[config.mk]
export PLATFORM = sky130hd
export DESIGN_NAME = npc_bp_flat
export DESIGN_NICKNAME = d
export VERILOG_FILES = /design/src/rtl/npc_bp_if.sv /design/src/rtl/npc_bp.sv /design/src/flat_wrapper.sv
export SDC_FILE = /design/constraint.sdc
export NUM_CORES = 1
export LEC_CHECK = 0
export CAP_MARGIN = 10
export CELL_PAD_IN_SITES_DETAIL_PLACEMENT = 0
export CELL_PAD_IN_SITES_GLOBAL_PLACEMENT = 1
export CORE_UTILIZATION = 38
export CTS_CLUSTER_SIZE = 30
export DETAILED_ROUTE_END_ITERATION = 10
export DONT_BUFFER_PORTS = 1
export PLACE_DENSITY_LB_ADDON = 0.1
export RECOVER_POWER = 25
export SLEW_MARGIN = 20
export SYNTH_ARGS = -nofsm -noshare
export SYNTH_HDL_FRONTEND = slang
export SYNTH_SLANG_ARGS = --single-unit
[constraint.sdc]
create_clock -name clk -period 5.2 [get_ports clk]
set_input_delay 1.04 -clock clk [delete_from_list [all_inputs] [get_ports clk]]
set_output_delay 1.04 -clock clk [all_outputs]
set_load 0.02 [all_outputs]
[src/rtl/npc_bp_if.sv]
// Next-PC unit bundle: fetch-side prediction outputs and EX resolution inputs.
// master = pipeline side, slave = npc_bp side.
interface npc_bp_if #(
    parameter int unsigned XLEN = 32
);
    logic            stall;
    logic [XLEN-1:0] pc;
    logic [XLEN-1:0] pc4;
    logic            pred_taken;
    logic [XLEN-1:0] pred_target;
    logic            ex_valid;
    logic [1:0]      ex_op;
    logic [XLEN-1:0] ex_pc;
    logic [XLEN-1:0] ex_offset;
    logic            ex_br;
    logic            ex_osel;
    logic            ex_pred_taken;
    logic [XLEN-1:0] ex_pred_target;
    logic            redirect;
    logic [XLEN-1:0] redirect_pc;

    modport master (
        output stall, ex_valid, ex_op, ex_pc, ex_offset, ex_br, ex_osel,
        output ex_pred_taken, ex_pred_target,
        input  pc, pc4, pred_taken, pred_target, redirect, redirect_pc
    );

    modport slave (
        input  stall, ex_valid, ex_op, ex_pc, ex_offset, ex_br, ex_osel,
        input  ex_pred_taken, ex_pred_target,
        output pc, pc4, pred_taken, pred_target, redirect, redirect_pc
    );
endinterface

[src/rtl/npc_bp.sv]
// Fetch PC register with BTB/2-bit-counter prediction and EX-stage redirect.
// Define NPC_BTB_EN to build the BTB; otherwise static not-taken prediction.
module npc_bp #(
    parameter int unsigned    XLEN      = 32,
    parameter int unsigned    BTB_DEPTH = 64,
    parameter logic [XLEN-1:0] RESET_PC = '0
) (
    input logic    clk,
    input logic    rst,
    npc_bp_if.slave bus
);
    localparam logic [1:0]      OP_BR  = 2'b01;
    localparam logic [1:0]      OP_JMP = 2'b10;
    localparam logic [XLEN-1:0] FOUR   = XLEN'(4);

    logic [XLEN-1:0] pc_q;
    logic [XLEN-1:0] pc_d;
    logic [XLEN-1:0] pc4;
    logic [XLEN-1:0] ex_pc4;
    logic [XLEN-1:0] act_tgt;
    logic            is_br;
    logic            is_jmp;
    logic            act_taken;
    logic            pred_taken;
    logic [XLEN-1:0] pred_target;
    logic            redirect;

    assign pc4    = pc_q + FOUR;
    assign ex_pc4 = bus.ex_pc + FOUR;
    assign is_br  = (bus.ex_op == OP_BR);
    assign is_jmp = (bus.ex_op == OP_JMP);

    // Op 11 falls through as sequential since neither decode matches.
    assign act_taken = (is_br && bus.ex_br) || is_jmp;
    assign act_tgt   = (is_jmp && bus.ex_osel) ? bus.ex_offset
                                               : bus.ex_pc + bus.ex_offset;

    assign redirect = bus.ex_valid &&
                      ((act_taken != bus.ex_pred_taken) ||
                       (act_taken && (act_tgt != bus.ex_pred_target)));

`ifdef NPC_BTB_EN
    localparam int unsigned IDX  = $clog2(BTB_DEPTH);
    localparam int unsigned TAGW = XLEN - IDX - 2;

    logic [BTB_DEPTH-1:0] valid_q;
    logic [TAGW-1:0]      tag_q [BTB_DEPTH];
    logic [XLEN-1:0]      tgt_q [BTB_DEPTH];
    logic [1:0]           cnt_q [BTB_DEPTH];

    logic [IDX-1:0]  l_idx;
    logic [TAGW-1:0] l_tag;
    logic            l_hit;
    logic [IDX-1:0]  u_idx;
    logic [TAGW-1:0] u_tag;
    logic            u_hit;
    logic            upd;

    assign l_idx = pc_q[IDX+1:2];
    assign l_tag = pc_q[XLEN-1:IDX+2];
    assign l_hit = valid_q[l_idx] && (tag_q[l_idx] == l_tag);

    assign pred_taken  = l_hit && cnt_q[l_idx][1];
    assign pred_target = pred_taken ? tgt_q[l_idx] : pc4;

    assign u_idx = bus.ex_pc[IDX+1:2];
    assign u_tag = bus.ex_pc[XLEN-1:IDX+2];
    assign u_hit = valid_q[u_idx] && (tag_q[u_idx] == u_tag);
    assign upd   = bus.ex_valid && (is_br || is_jmp);

    always_ff @(posedge clk) begin
        if (rst) begin
            valid_q <= '0;
            for (int unsigned i = 0; i < BTB_DEPTH; i++) begin
                cnt_q[i] <= 2'b01;
            end
        end else if (upd) begin
            if (u_hit) begin
                if (is_jmp) begin
                    cnt_q[u_idx] <= 2'b11;
                end else if (act_taken && cnt_q[u_idx] != 2'b11) begin
                    cnt_q[u_idx] <= cnt_q[u_idx] + 2'd1;
                end else if (!act_taken && cnt_q[u_idx] != 2'b00) begin
                    cnt_q[u_idx] <= cnt_q[u_idx] - 2'd1;
                end
            end else if (act_taken) begin
                valid_q[u_idx] <= 1'b1;
                cnt_q[u_idx]   <= is_jmp ? 2'b11 : 2'b10;
            end
        end
    end

    // Tag and target only matter once valid is set, so they need no reset.
    always_ff @(posedge clk) begin
        if (!rst && upd && act_taken) begin
            tag_q[u_idx] <= u_tag;
            tgt_q[u_idx] <= act_tgt;
        end
    end
`else
    assign pred_taken  = 1'b0;
    assign pred_target = pc4;
`endif

    always_comb begin
        pc_d = pred_target;
        if (redirect) begin
            pc_d = bus.redirect_pc;
        end else if (bus.stall) begin
            pc_d = pc_q;
        end
    end

    always_ff @(posedge clk) begin
        if (rst) begin
            pc_q <= RESET_PC;
        end else begin
            pc_q <= pc_d;
        end
    end

    assign bus.pc          = pc_q;
    assign bus.pc4         = pc4;
    assign bus.pred_taken  = pred_taken;
    assign bus.pred_target = pred_target;
    assign bus.redirect    = redirect;
    assign bus.redirect_pc = act_taken ? act_tgt : ex_pc4;
endmodule

[src/flat_wrapper.sv]
// flat-port wrapper written by rule: the top's interface ports become plain ports
module npc_bp_flat 
#(
    parameter int unsigned    XLEN      = 32,
    parameter int unsigned    BTB_DEPTH = 64,
    parameter logic [XLEN-1:0] RESET_PC = '0
)
  (clk, rst, bus_stall, bus_ex_valid, bus_ex_op, bus_ex_pc, bus_ex_offset, bus_ex_br, bus_ex_osel, bus_ex_pred_taken, bus_ex_pred_target, bus_pc, bus_pc4, bus_pred_taken, bus_pred_target, bus_redirect, bus_redirect_pc);
  npc_bp_if #(.XLEN(XLEN)) bus_i ();
  input logic clk;
  input logic rst;
  input wire logic [$bits(bus_i.stall)-1:0] bus_stall;
  input wire logic [$bits(bus_i.ex_valid)-1:0] bus_ex_valid;
  input wire logic [$bits(bus_i.ex_op)-1:0] bus_ex_op;
  input wire logic [$bits(bus_i.ex_pc)-1:0] bus_ex_pc;
  input wire logic [$bits(bus_i.ex_offset)-1:0] bus_ex_offset;
  input wire logic [$bits(bus_i.ex_br)-1:0] bus_ex_br;
  input wire logic [$bits(bus_i.ex_osel)-1:0] bus_ex_osel;
  input wire logic [$bits(bus_i.ex_pred_taken)-1:0] bus_ex_pred_taken;
  input wire logic [$bits(bus_i.ex_pred_target)-1:0] bus_ex_pred_target;
  output wire logic [$bits(bus_i.pc)-1:0] bus_pc;
  output wire logic [$bits(bus_i.pc4)-1:0] bus_pc4;
  output wire logic [$bits(bus_i.pred_taken)-1:0] bus_pred_taken;
  output wire logic [$bits(bus_i.pred_target)-1:0] bus_pred_target;
  output wire logic [$bits(bus_i.redirect)-1:0] bus_redirect;
  output wire logic [$bits(bus_i.redirect_pc)-1:0] bus_redirect_pc;
  assign bus_i.stall = bus_stall;
  assign bus_i.ex_valid = bus_ex_valid;
  assign bus_i.ex_op = bus_ex_op;
  assign bus_i.ex_pc = bus_ex_pc;
  assign bus_i.ex_offset = bus_ex_offset;
  assign bus_i.ex_br = bus_ex_br;
  assign bus_i.ex_osel = bus_ex_osel;
  assign bus_i.ex_pred_taken = bus_ex_pred_taken;
  assign bus_i.ex_pred_target = bus_ex_pred_target;
  assign bus_pc = bus_i.pc;
  assign bus_pc4 = bus_i.pc4;
  assign bus_pred_taken = bus_i.pred_taken;
  assign bus_pred_target = bus_i.pred_target;
  assign bus_redirect = bus_i.redirect;
  assign bus_redirect_pc = bus_i.redirect_pc;
  npc_bp #(.XLEN(XLEN), .BTB_DEPTH(BTB_DEPTH), .RESET_PC(RESET_PC)) u_core (.clk(clk), .rst(rst), .bus(bus_i));
endmodule
## After elaboration in Yosys (flattened, before gate mapping)

Index checks and enable logic that the tools add are counted.

| operators by class | value |
|---|---|
| equal/unequal tests | 5 |
| add/sub/neg operators | 3 |
| multiplexer cells | 4 |
| reduce and logical (&&, ||, !) cells | 6 |

Operator list:

| cell | count |
|---|---|
| 32-bit two-way mux | 4 |
| 32-bit by 3-bit adder with 32-bit output, second input constant | 2 |
| 32-bit adder | 1 |
| 32-bit != test | 1 |
| 1-bit logical AND | 4 |
| 2-bit by 1-bit == test with 1-bit output, second input constant | 1 |
| 2-bit == test, second input constant | 1 |
| 1-bit logical OR | 2 |
| 2-bit by 1-bit != test with 1-bit output, second input constant | 1 |
| 1-bit != test | 1 |

| word-level totals | value |
|---|---|
| bits in registers | 32 |
| word-level logic and storage cells | 19 |
| output and inout bits | 130 |
| input bits | 105 |

## Depth between registers and ports, before layout

| logic depth | value |
|---|---|
| depth in word-level cells | 8 |
| mapped depth | 14 |
| mapped depth without buffers | 12 |

## Worst setup path after synthesis

OpenSTA, ideal clock, no wires.

| path | value |
|---|---|
| path type | input-to-output |
| from | input bus_ex_offset[0] |
| to | output bus_redirect |
| data required time | 4160 ps |
| data arrival time | 4246 ps |
| slack | -86 ps |
| stages | 13 |
| cell sequence | ha_1 -> fa_1 -> a211oi_2 -> o21ai_2 -> or4_4 -> a31oi_1 -> o32ai_1 -> a211oi_1 -> nand4_2 -> a2111o_1 -> buf_2 -> nor2_2 -> a21oi_1 |

| on the way | value |
|---|---|
| cells in the longest elaborated chain, start to end | 6 |

RTL lines:

| item | line | RTL |
|---|---|---|
| from (decl) | flat_wrapper.sv:16 | `input wire logic [$bits(bus_i.ex_offset)-1:0] bus_ex_offset;` |
| 32-bit adder | npc_bp.sv:36 | `: bus.ex_pc + bus.ex_offset;` |
| 32-bit two-way mux (*) | npc_bp.sv:35 | `assign act_tgt = (is_jmp && bus.ex_osel) ? bus.ex_offset` |
| 32-bit != test (*) | npc_bp.sv:40 | `(act_taken && (act_tgt != bus.ex_pred_target)));` |
| 1-bit logical AND (*) | npc_bp.sv:40 |  |
| 1-bit logical OR (*) | npc_bp.sv:39 | `((act_taken != bus.ex_pred_taken) \|\|` |
| 1-bit logical AND (*) | npc_bp.sv:38 | `assign redirect = bus.ex_valid &&` |
| to (decl) | flat_wrapper.sv:25 | `output wire logic [$bits(bus_i.redirect)-1:0] bus_redirect;` |

Mark *: on every way between the ends. The rest lies on a longest branch, timed or not.

## Worst setup path after layout

Ends and elaborated chain as after synthesis.

==> impl_results.md <==
* GRT met1 Usage at 0.3851
* Yosys warning total at 0
* Xor and xnor area share after synthesis at 0.1376
* Hold Path Stages at 4
* # DRC at 0
* Post-DP HPWL at 25.19 mm
* Root Driver: clkbuf_16
* WHS at 0.8275 ns
* Synth cell types at 97
* Syn Area/Cell at 7.074 um^2
* Largest family of logic cells by synthesized area: simple AND/OR/NAND/NOR gates
* Reg clk slew, reported paths at 0.05 ns
* Worst Setup Start Kind: input pin
* Initial Util at 0.3909
* Vias in the first global route at 7976
* Leakage power at 3.288 nW
* CTS Buf Count at 5
* CP arrival at 4.14 ns
* CP max stage cell: a2111o_1
* Pwr dens at 204.7 nW/um^2
* Antenna Cells at 0
* Worst slew pin tran at 1.010 ns
* Number of synthesized register bits at 32
* Detailed Routing Iterations Pass 1 at 5
* IO Count at 235
* CTS tree: built
* Reg2reg path depth at 12
* Tot Pwr at 1.781 mW
* Antenna violations before repair at 0
* Area share of and/or/nand/nor cells after synthesis at 0.3191
* Setup violators final at 0
* WL/cell at 22.42 um
* Ys flop type: dfxtp_1
* RSZ-0062 raised after global routing: true
* Final hold violation count at 0
* Core area at 19650 um^2
* Max cap viols at 0
* Clock sinks at 32
* Die area at 20790 um^2
* Worst hold-check path type: flop to flop
* Cell Chain, Critical Path: ha_4 > fa_2 > a211oi_4 > o21ai_4 > buf_4 > a22o_4 > o31a_1 > o21ai_1 > and3_1 > o221ai_1 > a2111o_1 > nor2_4 > a21oi_4
* Count of input and output buffers at 0
* Total Nets Final at 1257
* Post-Place Worst Slack at -0.1334 ns
* Fin area at 8698 um^2
* Asr flop ratio synth at 0
* Worst Path Max Fanout at 6
* Adder-cell share of the synthesized area at 0.05635
* Status: finished, final reports clean
* Total grt overflow at 0
* Die height at 144.2 um
* Critical Path End Type: output pin
* Final ANT Viol Nets at 0
* Area after DPL at 8416 um^2
* Register area share after synthesis at 0.08339
* Period utilization at 0.9969
* Final WL at 31.03 mm
* Slew Viols, Final at 0
* Area grow syn2layout at 13.22%
* Routed vias/inst at 6.154
* Max reg flops at 32
* GPL Wtd Cong at 0.9274
* Layout cell share with drive strength beyond 1 at 0.1725
* Instance count of the mapped netlist at 1086
* Skew-Pair Late Insertion Delay at 0.28 ns
* CP max stage delay at 0.48 ns
* H-Tree Depth at 2
* Routing usage on met3 at 0.05795
* Synthesized area at 7682 um^2
* FMAX at 0.1929 GHz
* CTS Buffer Depth at 2
* Number of synthesized flops with an enable pin at 0
* CP required at 4.16 ns
* Grt peak-use layer: met2
* Vias at 8517
* Post-synthesis mux area share at 0.02231
* Final worst path period need at 5.184 ns
* First-pass GRT wire length at 46.55 mm
* Clk_skew at 0.004802 ns
* CP Class: input pin to output pin
* Iteration-0 DRC count of the detailed router at 547
* Post-synth net total at 1225
* Complex-gate fraction of the synthesized area at 0.2995
* M2 GR Usage at 0.4711
* Largest net degree at the start of global routing at 61
* Hold-fix buffers, CTS at 0
* Global Route Usage Sum at 0.2931
* Die W at 144.2 um
* PnR worst setup slack at 0.01606 ns
* Relative slew slack at 0.3198
* VDD IR max at 0.1126 mV
* Site Rows at 51
-- layout by cell type (no fill, tap or decap), drive strengths merged, types with 11 or more instances in the layout --
cell and n:
a31oi 15, o21ai 60, nor3 56, a211oi 17
nand2 86, and3 18, a2bb2oi 12, nand4 19
inv 11, nor4 15, dfxtp 32, nand3b 14
a21oi 60, nand2b 14, nor2 81, xor2 52
nand3 61, xnor2 66, and2 40, ha 33
buf 127, o211ai 35, or3 23, mux2i 16
-- cell families (layout without fill, tap and decap cells) --
| family | after synthesis | after routing |
|---|---|---|
| multiplexers | 17 | 17 |
| flip-flops | 32 | 32 |
| buffers and inverters | 113 | 146 |
| AO/OA/AOI/OAI | 311 | 311 |
| other | 1 | 1 |
| AND/OR/NAND/NOR | 459 | 459 |
| adder cells (fa/ha/maj) | 34 | 34 |
| XOR/XNOR | 119 | 119 |
-- cell type report --
type	count	area (um^2)
sequential	32	640.6
fill	2100	10960
inverter	11	41.29
clock buffer	6	138.9
tap	265	331.6
timing repair buffer	127	969.7
multi-input combinational	941	6566
clock inverter	2	10.01
-- repair_timing --
action,CTS,global route
endpoints found under the setup margin,1,1
pin swaps,8,9
gates resized for setup,10,11
buffers inserted,0,2
-- routing by layer --
metal	wire length, um	vias to the layer above
met2	13970	334
met5	0	-
met4	1122	0
met3	2199	47
met1	13730	4022
li1	-	4114
-- where the power goes --
group          total (mW)  switching (mW)  internal (mW)
combinational        1.09           0.670          0.424
sequential          0.382           0.104          0.278
clock               0.305           0.116          0.189
-- worst paths after layout --
kind                     start           endpoint  slack, ns
min          u_core.bus.pc[29]  u_core.bus.pc[29]       0.83
max reg2reg   u_core.bus.pc[2]  u_core.bus.pc[30]       1.78
max           bus_ex_offset[0]       bus_redirect       0.02
min reg2reg  u_core.bus.pc[29]  u_core.bus.pc[29]       0.83
-- cell usage after synthesis, drive strengths merged (12+ instances only) --
master   instances  area (um^2)
nand2           86        332.8
nor2            81        306.6
buf             71        466.7
xnor2           66        578.1
nand3           61        310.3
a21oi           60        311.5
o21ai           60        315.3
nor3            56        285.3
xor2            52        455.4
and2            40        250.2
o211ai          35        282.8
ha              33        412.9
dfxtp           32        640.6
clkbuf          31        116.4
or3             23        143.9
nand4           19        137.6
and3            18        117.6
a211oi          17        150.1
mux2i           16        160.2
a31oi           15        100.1
nor4            15        93.84
nand2b          14        87.58
nand3b          14        105.1
a2bb2oi         12        105.1
-- worst max-delay path: cells and delay by family --
kind | cells | cell delay (ns)
AOI/OAI and AO/OA | 8 | 1.99
adders and majority gates | 2 | 0.55
and+or+nand+nor | 2 | 0.39
buffers and inverters | 1 | 0.17
-- through the flow --
step | util | cells | setup TNS [ns]
6_report | 0.4426 | 1384 | 0
5_1_grt | 0.4426 | 1384 | -0.09756
3_3_place_gp | 0.4282 | 1374 | -0.1136
3_5_place_dp | 0.4282 | 1374 | -0.1334
4_1_cts | 0.4395 | 1382 | 0
2_1_floorplan | - | 1086 | 0
(Power assumes the default switching activity.)
